## src/rtl/exception_arbiter.sv

```systemverilog
//------------------------------------------------------------------------------
// exception_arbiter
// Latches the four exception/interrupt sources of the multicycle CPU,
// applies the per-type enable mask and picks one by fixed priority
// (access-invalid > misalign > overflow > input). It then runs the
// request/acknowledge handshake with the control FSM.
// Optional feature macro: EXC_DROP_COUNT_EN (saturating dropped-event counter).
// Revision: 1.0 - initial release
//------------------------------------------------------------------------------
`default_nettype none

module exception_arbiter #(
  parameter int DROP_W = 8
) (
  input  logic              CLK,
  input  logic              Reset,
  input  logic              ovfl,
  input  logic              AccInv,
  input  logic              Misalign,
  input  logic              InputRecv,
  input  logic [3:0]        mask,
  input  logic              exc_ack,
  input  logic              eret,
  output logic              exc_req,
  output logic [1:0]        ExType,
  output logic              KernelMode,
  output logic              InputRst,
  output logic [3:0]        pending,
  output logic [DROP_W-1:0] drop_count
);

  localparam logic [1:0] S_IDLE    = 2'd0;
  localparam logic [1:0] S_REQ     = 2'd1;
  localparam logic [1:0] S_SERVICE = 2'd2;
  localparam logic [1:0] S_RETIRE  = 2'd3;

  logic [1:0] state_q, state_d;
  logic [1:0] extype_q, extype_d;
  logic [3:0] pend_q, pend_d;

  logic [3:0] w_ev;       // raw events, bit n = ExType n
  logic [3:0] w_ev_keep;  // events that are allowed to latch
  logic [3:0] w_elig;     // eligible set
  logic [3:0] w_clr;      // pending bit retired by the acknowledge
  logic [1:0] w_prio;     // highest-priority eligible type

  assign w_ev      = {Misalign, AccInv, ovfl, InputRecv};
  // Masked synchronous events are thrown away; input interrupts always wait.
  assign w_ev_keep = {w_ev[3:1] & mask[3:1], w_ev[0]};
  assign w_elig    = (pend_q | w_ev_keep) & mask;

  // Fixed priority select: 2 > 3 > 1 > 0.
  always_comb begin
    w_prio = 2'd0;
    if (w_elig[2])      w_prio = 2'd2;
    else if (w_elig[3]) w_prio = 2'd3;
    else if (w_elig[1]) w_prio = 2'd1;
  end

  // Pending update: a new event on the acknowledge edge beats the clear.
  always_comb begin
    w_clr = 4'b0000;
    if (state_q == S_REQ && exc_ack) w_clr = 4'b0001 << extype_q;
    pend_d = (pend_q & ~w_clr) | w_ev_keep;
  end

  // State, committed type and pending register.
  always_ff @(posedge CLK or posedge Reset) begin
    if (Reset) begin
      state_q  <= S_IDLE;
      extype_q <= 2'd0;
      pend_q   <= 4'b0000;
    end else begin
      state_q  <= state_d;
      extype_q <= extype_d;
      pend_q   <= pend_d;
    end
  end

  // Next-state logic; the type is only committed on IDLE->REQ.
  always_comb begin
    state_d  = state_q;
    extype_d = extype_q;
    case (state_q)
      S_IDLE: begin
        if (w_elig != 4'b0000) begin
          state_d  = S_REQ;
          extype_d = w_prio;
        end
      end
      S_REQ:     if (exc_ack) state_d = S_SERVICE;
      S_SERVICE: if (eret)    state_d = S_RETIRE;
      default:                state_d = S_IDLE;
    endcase
  end

  // Outputs decoded purely from registers.
  always_comb begin
    exc_req    = (state_q == S_REQ);
    KernelMode = (state_q != S_IDLE);
    InputRst   = (state_q == S_RETIRE) && (extype_q == 2'd0);
    ExType     = extype_q;
    pending    = pend_q;
  end

`ifdef EXC_DROP_COUNT_EN
  logic              w_dropped;
  logic [DROP_W-1:0] drop_q;

  assign w_dropped = |(w_ev[3:1] & ~mask[3:1]);

  // Saturating count of edges on which a synchronous event was discarded.
  always_ff @(posedge CLK or posedge Reset) begin
    if (Reset) begin
      drop_q <= '0;
    end else if (w_dropped && (drop_q != {DROP_W{1'b1}})) begin
      drop_q <= drop_q + {{(DROP_W-1){1'b0}}, 1'b1};
    end
  end

  assign drop_count = drop_q;
`else
  assign drop_count = '0;
`endif

endmodule

`default_nettype wire

```

## config.mk

```make
export PLATFORM = sky130hd
export DESIGN_NAME = exception_arbiter
export DESIGN_NICKNAME = d
export VERILOG_FILES = /design/src/rtl/exception_arbiter.sv
export SDC_FILE = /design/constraint.sdc
export NUM_CORES = 1
export LEC_CHECK = 0
export BUFFER_PORTS_ARGS = -buffer_cell sky130_fd_sc_hd__buf_4
export CAP_MARGIN = 20
export CORE_AREA = 2 2 39 41
export CTS_CLUSTER_DIAMETER = 120
export DETAILED_ROUTE_END_ITERATION = 8
export DIE_AREA = 0 0 41 43
export GPL_TIMING_DRIVEN = 0
export PLACE_DENSITY = 0.75
export RECOVER_POWER = 100
export SKIP_CTS_REPAIR_TIMING = 1
export SLEW_MARGIN = 15
export SYNTH_ARGS = -nofsm -noshare
export SYNTH_HDL_FRONTEND = slang
export SYNTH_SLANG_ARGS = --single-unit
```

## constraint.sdc

```tcl
create_clock -name CLK -period 2.5 [get_ports CLK]
set_clock_uncertainty 0.2 [all_clocks]
set_input_delay 0.25 -clock CLK [delete_from_list [all_inputs] [get_ports CLK]]
set_output_delay 0.25 -clock CLK [all_outputs]
set_load 0.02 [all_outputs]
```

== Yosys cells after proc, flatten, opt, wreduce, memory -nomap -nowiden ==
Index checks and enable logic that the tools add are counted.

* Memory bits (read-only): 0
* Bits of input ports: 12
* Latch bits: 0
* Word-level logic and storage cells: 32
* Memory bits (writable): 0
* Bits in registers: 8
* Output and inout port bits: 17
* Memories kept: 0

* Muxes and demuxes: 8
* $mul: 0
* Shift-type cells: 1
* Bitwise operators: 6
* Reduce and logical (&&, ||, !) cells: 8
* Eq/ne operators: 6
* Divide/modulo/power cells: 0
* Magnitude comparators: 0
* Add/sub/neg operators: 0

{| class="wikitable"
|+ Operator list
! operator !! number
|-
| $mux W2 || 5
|-
| $and A4 B4 Y4 || 2
|-
| $or A4 B4 Y4 || 2
|-
| $ne A2 B2 Y1 const B || 3
|-
| $pmux W2 S3 || 1
|-
| $eq A2 B2 Y1 const B || 2
|-
| $logic_not A2 Y1 || 2
|-
| $mux W4 || 1
|-
| $not A4 Y4 || 1
|-
| $reduce_bool A4 Y1 || 1
|-
| $shl A1 B2 Y4 const A || 1
|-
| $and A3 B3 Y3 || 1
|-
| $reduce_and A3 Y1 || 1
|-
| $eq A2 B1 Y1 const B || 1
|-
| $logic_and A1 B1 Y1 || 2
|-
| $reduce_and A2 Y1 || 1
|-
| $reduce_bool A2 Y1 || 1
|-
| $mux W1 || 1
|}

== Logic depth before layout (Yosys ltp) ==
Gate-level depths: netlist of run 1.

* Word-level depth: 6
* Mapped depth: 6

== Worst setup path after synthesis of run 1 ==
Ideal clock, no wire load.

* Path type: register to register
* From: reg state_q[1]
* To: reg state_q[1]
* Library setup time: 0.128 ns
* Period minus slack after synthesis: 1.766 ns
* Cell stages (with the launch flop): 7
* Slack: 0.734 ns
* Data arrival time: 1.439 ns
* Cell sequence: dfrtp_1 inv_1 ha_1 nor2b_1 a21oi_2 o21ai_2 mux2_1

* Longest elaborated chain between the ends: 3
* Elaborated cells between the ends (all ways): 8
* Those cells by class: 5 x eq/ne; 1 x mux; 2 x reduce/logical

{| class="wikitable"
|+ Ends and longest elaborated chain
! element !! line !! RTL
|-
| start, declared || 37 || <nowiki>logic [1:0] state_q, state_d;</nowiki>
|-
| start signal, assigned || 74 || <nowiki>state_q <= state_d;</nowiki>
|-
| $eq A2 B1 Y1 (*) || n/a ||
|-
| net exc_req || 24 || <nowiki>output logic exc_req,</nowiki>
|-
| $ne A2 B2 Y1 (no source line) || n/a ||
|-
| $reduce_and A3 Y1 (no source line) || n/a ||
|}

Mark *: on every way through the listed nets, which the timed path passes. The rest lies on a longest branch.
A chain may end at the register's enable or synchronous reset.

== Worst setup path after layout of run 1 ==
* From: in InputRecv
* To: reg state_q[1]

* Longest elaborated chain between the ends: 5

{| class="wikitable"
|+ Ends and longest elaborated chain
! element !! line !! RTL
|-
| start, declared || 20 || <nowiki>input logic InputRecv,</nowiki>
|-
| $or A4 B4 Y4 || 50 || <nowiki>assign w_elig = (pend_q | w_ev_keep) & mask;</nowiki>
|-
| $and A4 B4 Y4 || 50 ||
|-
| $reduce_bool A4 Y1 || 86 || <nowiki>if (w_elig != 4'b0000) begin</nowiki>
|-
| $ne A2 B2 Y1 (no source line) || n/a ||
|-
| $reduce_and A3 Y1 (no source line) || n/a ||
|}

Every way passes these cells.

==> reports/metrics.json, run 1 <==
{
  "routed_wirelength_um": 1050,
  "number_of_clock_sinks": 8,
  "ys_async_sr_fraction_pct": 100,
  "place.gp.congestion": 0.717,
  "route.vias.total": 465,
  "first_iter_violations": 3,
  "cts-root-buf": "clkbuf_4",
  "detail_route.vias_per_cell": 4.56,
  "dominant_synthesized_flop_cell": "dfrtp_1",
  "powerDensity_mw_per_mm2": 949,
  "layout.cells.non_filler": 102,
  "layout_setup_ws_ps": 577,
  "critical_path_required_ps": 2430,
  "final_nets": 104,
  "drive_gt1_share_pct": 30.2,
  "antenna_left": 0,
  "synth_seq_cells": 8,
  "final-setup-viol-count": 0,
  "multi_input_area_um2": 258,
  "synth.cell_area_um2": 514,
  "synth_seq_area_share_pct": 38.9,
  "power.switching_fraction_pct": 45.4,
  "yosys.cell_types.count": 22,
  "final-hold-violation-count": 0,
  "timing_max_transition_violations_final": 0,
  "ir_worst_vdd_v": 0.000537,
  "timing.fmax_ghz": 0.520,
  "place_ws_ps": 736,
  "tritoncts.num_buffers": 3,
  "p_leak_nw": 0.360,
  "cp.arrival_ps": 1860,
  "coreArea_mm2": 0.00138,
  "vias_in_the_first_global_route": 428,
  "area.growth.synth_to_final_pct": 39.9,
  "synthesis.yosys.warnings": 0,
  "tritoncts": "yes",
  "place_hpwl_um": 897,
  "wire_length_of_the_first_global_routing_pass_um": 1590,
  "place.detailed.instances": 97,
  "overflow_after_grt": 0,
  "num_rows": 14,
  "layout_common_cells": "buf_4, dfrtp_1, conb_1, clkbuf_1",
  "layout.cells.most_common": "buf_4",
  "run_status": "finished, final reports clean",
  "p_sw_w": 0.000310,
  "antenna_found_initial": 0,
  "crit_type": "in2reg",
  "comb_pwr_share_pct": 51.1,
  "fillerInstances": 150,
  "die_width_um": 41,
  "top_layer_used": "met4",
  "remaining_drc_errors": 0,
  "final.min_clock_period_ps": 1920,
  "groute.usage.overall_pct": 13.0,
  "crit_path_max_fanout": 2,
  "design.die.area_mm2": 0.00176,
  "rsz_0062_raised_after_global_routing": "no",
  "length_of_the_first_detailed_routing_pass_in_iterations": 4,
  "power_w": 0.000682,
  "timing.hold.worst.class": "in2reg",
  "r2r_start": "state_q[1]$_DFFE_PP0P_",
  "period_share_pct": 76.9,
  "dr_wl_met3_um": 108,
  "design.portCount": 29,
  "placement.io_buffers": 20,
  "post_synth.cell_area_avg_um2": 9.52,
  "cts.reportedPaths.clkPinSlew_ps": 50,
  "grt_start_max_net_pins": 9,
  "drv_cap": 0,
  "final.setup.tns_ps": 0,
  "setup.worst_path.start_class": "input port",
  "start_util_pct": 37.2,
  "met2RoutedLength_um": 518,
  "synthesis.instances": 54,
  "end_kind": "flip-flop",
  "antenna_diode_count": 0,
  "htree_levels": 1,
  "fraction_of_power_consumed_by_sequential_logic_pct": 34.0,
  "clkPwrFrac_pct": 14.8,
  "route.layer.met1.wl_um": 406,
  "hold_path_startpoint": "AccInv",
  "clk-insertion-delay-late_ps": 260,
  "post_drt_wl_per_cell_um": 10.3,
  "internal_power_w": 0.000373,
  "layout.area.seq_um2": 200,
  "clock_path_buffers": 2,
  "fin_worst_hold_slack_ps": 7.18,
  "die_h_um": 43,
  "beginning_of_the_critical_path": "InputRecv",
  "synth-edff-count": 0
}
==> final timing paths <==
kind	end	slack, ps	depth (start not counted)
min in group asynchronous	state_q[0]$_DFFE_PP0P_	290	3
setup / recovery	state_q[1]$_DFFE_PP0P_	580	6
max in group asynchronous	pending[2]$_DFF_PP0_	1580	3
hold / removal	pending[2]$_DFF_PP0_	7	3
hold reg to reg	pending[0]$_DFF_PP0_	310	1
setup reg to reg	state_q[1]$_DFFE_PP0P_	680	6
==> flip-flops by register name (all words and copies together), names as in the netlist <==
name,flops
ExType,2
pending,4
state_q,2
==> per-stage QoR <==
stage / utilization (%) / area, um^2
after floorplan: - / 541
after global placement: 51.4 / 711
after detailed placement: 51.4 / 711
after CTS: 53.0 / 733
after global routing: 52.0 / 719
final: 52.0 / 719
==> power groups by stage <==
stage	clock network (W)	registers [W]	logic, W
global route	0.000107	0.000244	0.000393
finish	0.000101	0.000232	0.000349
floorplan	0	0.000266	0.000221
detailed placement	0	0.000236	0.000398
CTS	0.000102	0.000234	0.000399
global placement	0	0.000232	0.000385
==> cells by family (layout without fill, tap and decap cells) <==
kind of cell / count (synthesis) / in the layout / share of synthesized area [%]
DFF: 8 / 8 / 38.9
AOI/OAI and AO/OA: 14 / 14 / 20.0
other: 1 / 8 / 0.729
and+or+nand+nor: 13 / 13 / 13.1
buffers and inverters: 13 / 38 / 15.3
adders and majority gates: 4 / 4 / 9.73
muxes: 1 / 1 / 2.19
==> cell usage after synthesis (2+ instances only) <==
cell     instances  area [um^2]
nand4_1          2         12.5
nand2_1          4         15.0
inv_1            5         18.8
o21ai_2          3         26.3
dfrtp_1          8          200
ha_1             4         50.1
o21ai_0          2         10.0
a21oi_1          2         10.0
a21o_1           2         15.0
buf_4            8         60.1
a22o_1           2         17.5
nand3_1          2         10.0
==> worst max-delay path, cell delays in order <==
cell and delay [ps]:
dlygate4sd3_1 540, clkbuf_4 140, o21ai_0 150, nand4_1 150, o21ai_0 260, mux2_1 350
==> area by class of cell <==
type | instances | area share (%)
Multi-Input combinational cell | 40 | 35.8
Sequential cell | 8 | 27.8
Timing Repair Buffer | 22 | 19.5
Buffer | 8 | 8.35
Clock buffer | 3 | 3.13
Tap cell | 16 | 2.78
Inverter | 5 | 2.61
==> metal layers <==
metal,track usage [%],vias up
li1,-,235
met2,22.5,22
met3,1.57,3
met5,0,-
met4,6.00,0
met1,14.7,205
(Power assumes the default switching activity.)
==> run 2, diff against run 1 <==
--- a/config.mk
+++ b/config.mk
@@ -7,12 +7,12 @@
 export LEC_CHECK = 0
 export BUFFER_PORTS_ARGS = -buffer_cell sky130_fd_sc_hd__buf_4
 export CAP_MARGIN = 20
-export CORE_AREA = 2 2 39 41
+export CORE_MARGIN = 2
+export CORE_UTILIZATION = 37
 export CTS_CLUSTER_DIAMETER = 120
 export DETAILED_ROUTE_END_ITERATION = 8
-export DIE_AREA = 0 0 41 43
 export GPL_TIMING_DRIVEN = 0
-export PLACE_DENSITY = 0.75
+export PLACE_DENSITY = 0.76
 export RECOVER_POWER = 100
 export SKIP_CTS_REPAIR_TIMING = 1
 export SLEW_MARGIN = 15
==> constraint.sdc (replaced) <==
create_clock -name CLK -period 1.7 [get_ports CLK]
set_clock_uncertainty 0.2 [all_clocks]
set_input_delay 0.17 -clock CLK [delete_from_list [all_inputs] [get_ports CLK]]
set_output_delay 0.17 -clock CLK [all_outputs]
set_load 0.02 [all_outputs]
==> reports/metrics.json, run 2 (same netlist as run 1, synthesis figures left out) <==
{
  "run_status": "finished, final reports clean",
  "clkPwrFrac_pct": 13.2,
  "place.gp.congestion": 0.740,
  "final.min_clock_period_ps": 1640,
  "htree_levels": 1,
  "end_kind": "flip-flop",
  "antenna_diode_count": 0,
  "final-setup-viol-count": 0,
  "drv_cap": 0,
  "tritoncts.num_buffers": 3,
  "remaining_drc_errors": 0,
  "final_nets": 112,
  "antenna_left": 0,
  "layout_common_cells": "buf_4, dfrtp_1, conb_1, dlygate4sd3_1, clkbuf_1",
  "layout.cells.non_filler": 109,
  "postPlaceCellArea_um2": 712,
  "drive_gt1_share_pct": 37.2,
  "groute.usage.overall_pct": 15.3,
  "critical_path_required_ps": 1640,
  "die_h_um": 41.3,
  "timing.fmax_ghz": 0.610,
  "ir_worst_vdd_v": 0.000921,
  "coreArea_mm2": 0.00130,
  "wire_length_of_the_first_global_routing_pass_um": 1610,
  "area.growth.synth_to_final_pct": 59.9,
  "design.portCount": 29,
  "timing.hold.worst.class": "in2reg",
  "final.setup.tns_ps": 0,
  "first_iter_violations": 3,
  "route.vias.total": 507,
  "largest_register_ff_count": 4,
  "antenna_found_initial": 0,
  "length_of_the_first_detailed_routing_pass_in_iterations": 2,
  "timing_max_transition_violations_final": 0,
  "p_sw_w": 0.000487,
  "internal_power_w": 0.000631,
  "final_design_area_no_fill_um2": 822,
  "clk-insertion-delay-late_ps": 260,
  "comb_pwr_share_pct": 55.5,
  "fraction_of_power_consumed_by_sequential_logic_pct": 31.2,
  "post_drt_wl_per_cell_um": 11.4,
  "crit_type": "reg2reg",
  "routed_wirelength_um": 1240,
  "vias_in_the_first_global_route": 398,
  "die_width_um": 41.3,
  "power.switching_fraction_pct": 43.5,
  "place.detailed.instances": 96,
  "placement.io_buffers": 20,
  "number_of_clock_sinks": 8,
  "design.die.area_mm2": 0.00170,
  "powerDensity_mw_per_mm2": 1360,
  "setup.worst_path.start_class": "flip-flop",
  "p_leak_nw": 0.401,
  "clock_path_buffers": 2,
  "multi_input_area_um2": 279,
  "final-hold-violation-count": 0,
  "fillerInstances": 122,
  "cts-root-buf": "clkbuf_4",
  "detail_route.vias_per_cell": 4.65,
  "tritoncts": "yes",
  "grt_start_max_net_pins": 9,
  "cp.arrival_ps": 1570,
  "period_share_pct": 96.4,
  "layout.cells.most_common": "buf_4",
  "start_util_pct": 39.5,
  "layout.area.seq_um2": 200,
  "overflow_after_grt": 0,
  "crit_path_max_fanout": 4,
  "num_rows": 13,
  "cts.reportedPaths.clkPinSlew_ps": 50,
  "fin_util_pct": 63.2,
  "power_w": 0.00112
}
-- run 2: changes by cell type in the layout (fill, tap and decap cells not counted), moves of 2 or more --
cell,change
buf_4,+5
clkbuf_1,-2
dlygate4sd3_1,+6
ha_1,-2
-- run 2: per-stage QoR --
step                      hold WS, ps  setup WS (ps)
final                            66.7           61.3
after global placement          -60.9          -12.2
after global routing             78.6          -12.7
after CTS                        -325          -55.5
after floorplan                  -214           10.9
after detailed placement        -51.0          -41.2
-- run 2: worst max-delay path, stage by stage (launching register included) --
cell and delay (ps):
dfrtp_1 440, inv_2 100, ha_2 210, inv_1 80, o21ai_2 160, mux2_1 340
-- run 2: per-layer routing --
metal	wire, um	share of wire, %	vias to the layer above	GRT usage, %
met5	0	0	-	0
met4	0	0	0	2.42
met3	99	8.0	0	9.78
met2	677	55	20	25.8
met1	463	37	237	16.2
li1	-	-	250	-
-- run 2: path summary, 6_finish.rpt --
| kind | startpoint | end | slack (ps) | cells past startpoint |
|---|---|---|---|---|
| setup / recovery | state_q[0]$_DFFE_PP0P_ | state_q[1]$_DFFE_PP0P_ | 60 | 5 |
| max in group asynchronous | Reset | ExType[1]$_DFFE_PP0P_ | 840 | 3 |
| setup reg to reg | state_q[0]$_DFFE_PP0P_ | state_q[1]$_DFFE_PP0P_ | 60 | 5 |
| min in group asynchronous | Reset | pending[3]$_DFF_PP0_ | 220 | 3 |
| hold / removal | exc_ack | pending[0]$_DFF_PP0_ | 70 | 3 |
| hold reg to reg | pending[0]$_DFF_PP0_ | pending[0]$_DFF_PP0_ | 300 | 1 |
-- run 2: cell type report --
cell class,count,share of cell area (%)
clock buffer,3,2.74
tap,15,2.28
multi-input combinational,40,33.9
inverter,5,2.28
buffer,8,7.31
sequential,8,24.4
timing repair buffer,30,27.1
-- run 2: power by group through the flow --
stage	Clock, W	Combinational, W	Sequential (W)
detailed placement	0	0.000583	0.000349
floorplan	0	0.000330	0.000392
global route	0.000167	0.000688	0.000359
finish	0.000148	0.000621	0.000349
CTS	0.000152	0.000586	0.000345
global placement	0	0.000570	0.000344
==> run 3, diff against run 2 <==
--- a/config.mk
+++ b/config.mk
@@ -5,14 +5,13 @@
 export SDC_FILE = /design/constraint.sdc
 export NUM_CORES = 1
 export LEC_CHECK = 0
-export BUFFER_PORTS_ARGS = -buffer_cell sky130_fd_sc_hd__buf_4
+export BUFFER_PORTS_ARGS = -buffer_cell sky130_fd_sc_hd__buf_2
 export CAP_MARGIN = 20
 export CORE_MARGIN = 2
 export CORE_UTILIZATION = 37
-export CTS_CLUSTER_DIAMETER = 120
 export DETAILED_ROUTE_END_ITERATION = 8
 export GPL_TIMING_DRIVEN = 0
-export PLACE_DENSITY = 0.76
+export PLACE_DENSITY_LB_ADDON = 0.1
 export RECOVER_POWER = 100
 export SKIP_CTS_REPAIR_TIMING = 1
 export SLEW_MARGIN = 15
==> reports/metrics.json, run 3 (same netlist as run 1, synthesis figures left out) <==
{
  "antenna_found_initial": 0,
  "run_status": "finished, final reports clean",
  "beginning_of_the_critical_path": "state_q[0]$_DFFE_PP0P_",
  "clock_path_buffers": 2,
  "tritoncts": "yes",
  "antenna_left": 0,
  "cts.reportedPaths.clkPinSlew_ps": 60,
  "setup.worst_path.start_class": "flip-flop",
  "final_nets": 110,
  "period_share_pct": 95.9,
  "groute.usage.overall_pct": 13.4,
  "power_w": 0.00105,
  "end_kind": "output pin",
  "fraction_of_power_consumed_by_sequential_logic_pct": 33.5,
  "layout_setup_ws_ps": 70.1,
  "drv_cap": 0,
  "tritoncts.num_buffers": 3,
  "critical_path_required_ps": 1330,
  "comb_pwr_share_pct": 52.3,
  "final.setup.tns_ps": 0,
  "p_leak_nw": 0.374,
  "timing.hold.worst.class": "in2reg",
  "cts-root-buf": "clkbuf_4",
  "place.gp.congestion": 0.772,
  "drive_gt1_share_pct": 34.8,
  "p_sw_w": 0.000473,
  "final_design_area_no_fill_um2": 774,
  "first_iter_violations": 10,
  "antenna_diode_count": 0,
  "fin_util_pct": 59.5,
  "num_rows": 13,
  "overflow_after_grt": 0,
  "detail_route.vias_per_cell": 4.43,
  "largest_register_ff_count": 4,
  "rsz_0062_raised_after_global_routing": "no",
  "post_drt_wl_per_cell_um": 10.4,
  "die_h_um": 41.3,
  "r2r_start": "state_q[0]$_DFFE_PP0P_",
  "reg2reg_to": "state_q[1]$_DFFE_PP0P_",
  "crit_path_max_fanout": 4,
  "power.switching_fraction_pct": 44.9,
  "clk-insertion-delay-late_ps": 250,
  "cp.arrival_ps": 1260,
  "grt_start_max_net_pins": 9,
  "crit_type": "reg2out",
  "route.vias.total": 474,
  "place_ws_ps": -11.4,
  "remaining_drc_errors": 0,
  "worst-r2r-setup-slack_ps": 90,
  "final-hold-violation-count": 0,
  "routed_wirelength_um": 1110,
  "worst_r2r_path_depth": 5,
  "coreArea_mm2": 0.00130,
  "start_util_pct": 39.5,
  "design.portCount": 29,
  "area.growth.synth_to_final_pct": 50.6,
  "clkPwrFrac_pct": 14.3,
  "postPlaceCellArea_um2": 662,
  "htree_levels": 1,
  "place_hpwl_um": 847,
  "powerDensity_mw_per_mm2": 1360,
  "internal_power_w": 0.000581,
  "ir_worst_vdd_v": 0.000790,
  "timing_max_transition_violations_final": 0,
  "number_of_clock_sinks": 8,
  "vias_in_the_first_global_route": 364,
  "design.die.area_mm2": 0.00170,
  "final-setup-viol-count": 0,
  "timing.fmax_ghz": 0.614,
  "length_of_the_first_detailed_routing_pass_in_iterations": 2,
  "layout.cells.most_common": "buf_2",
  "wire_length_of_the_first_global_routing_pass_um": 1390,
  "endpoint": "KernelMode",
  "placement.io_buffers": 20,
  "die_width_um": 41.3,
  "final.min_clock_period_ps": 1630
}
run 3: cell types whose count changed in the layout (fill, tap and decap cells not counted):
cell	before	now
nor2b_2	1	0
buf_4	23	8
nor2b_4	0	1
buf_2	0	10
inv_2	1	2
clkbuf_2	0	2
clkbuf_1	6	8
inv_1	4	3
clkbuf_4	4	3
run 3: power by group through the flow:
stage | registers (W) | logic (W) | clock network (W)
2_1_floorplan | 0.000392 | 0.000330 | 0
3_3_place_gp | 0.000344 | 0.000522 | 0
3_5_place_dp | 0.000345 | 0.000525 | 0
4_1_cts | 0.000342 | 0.000527 | 0.000158
5_1_grt | 0.000368 | 0.000612 | 0.000167
6_report | 0.000353 | 0.000551 | 0.000150
run 3: final cells by class:
| type | instances | area, um^2 |
|---|---|---|
| buffer | 8 | 60.1 |
| tap | 15 | 18.8 |
| sequential | 8 | 200 |
| fill | 136 | 527 |
| inverter | 5 | 18.8 |
| clock buffer | 3 | 22.5 |
| timing repair buffer | 28 | 170 |
| multi-input combinational | 40 | 284 |
run 3: how the worst min path moves through the flow:
stage                     start                     end  slack, ps  cells after the start
after floorplan           Reset   ExType[0]$_DFFE_PP0P_       -210                      1
after global placement    Reset    pending[0]$_DFF_PP0_        -60                      2
after detailed placement  Reset    pending[0]$_DFF_PP0_        -60                      2
after CTS                 Reset    pending[3]$_DFF_PP0_       -350                      2
after global routing       eret  state_q[0]$_DFFE_PP0P_         90                      5
final                      eret  state_q[0]$_DFFE_PP0P_         80                      5
run 3: metal layers:
| metal | vias up | routed length, um | GRT usage (%) |
|---|---|---|---|
| met5 | - | 0 | 0 |
| met4 | 0 | 14 | 14.5 |
| met3 | 2 | 72 | 1.63 |
| met2 | 17 | 533 | 20.7 |
| met1 | 208 | 488 | 15.0 |
| li1 | 247 | - | - |
run 3: worst max-delay path: stages, from the launching register on:
cell      delay [ps]
dfrtp_1          430
inv_2             70
ha_2             210
inv_1            110
clkbuf_2         190
run 3: stage by stage:
stage	hold WS [ps]	std cells
after floorplan	-214	61
after global placement	-64.0	96
after detailed placement	-64.9	96
after CTS	-347	99
after global routing	87.0	107
final	77.4	107
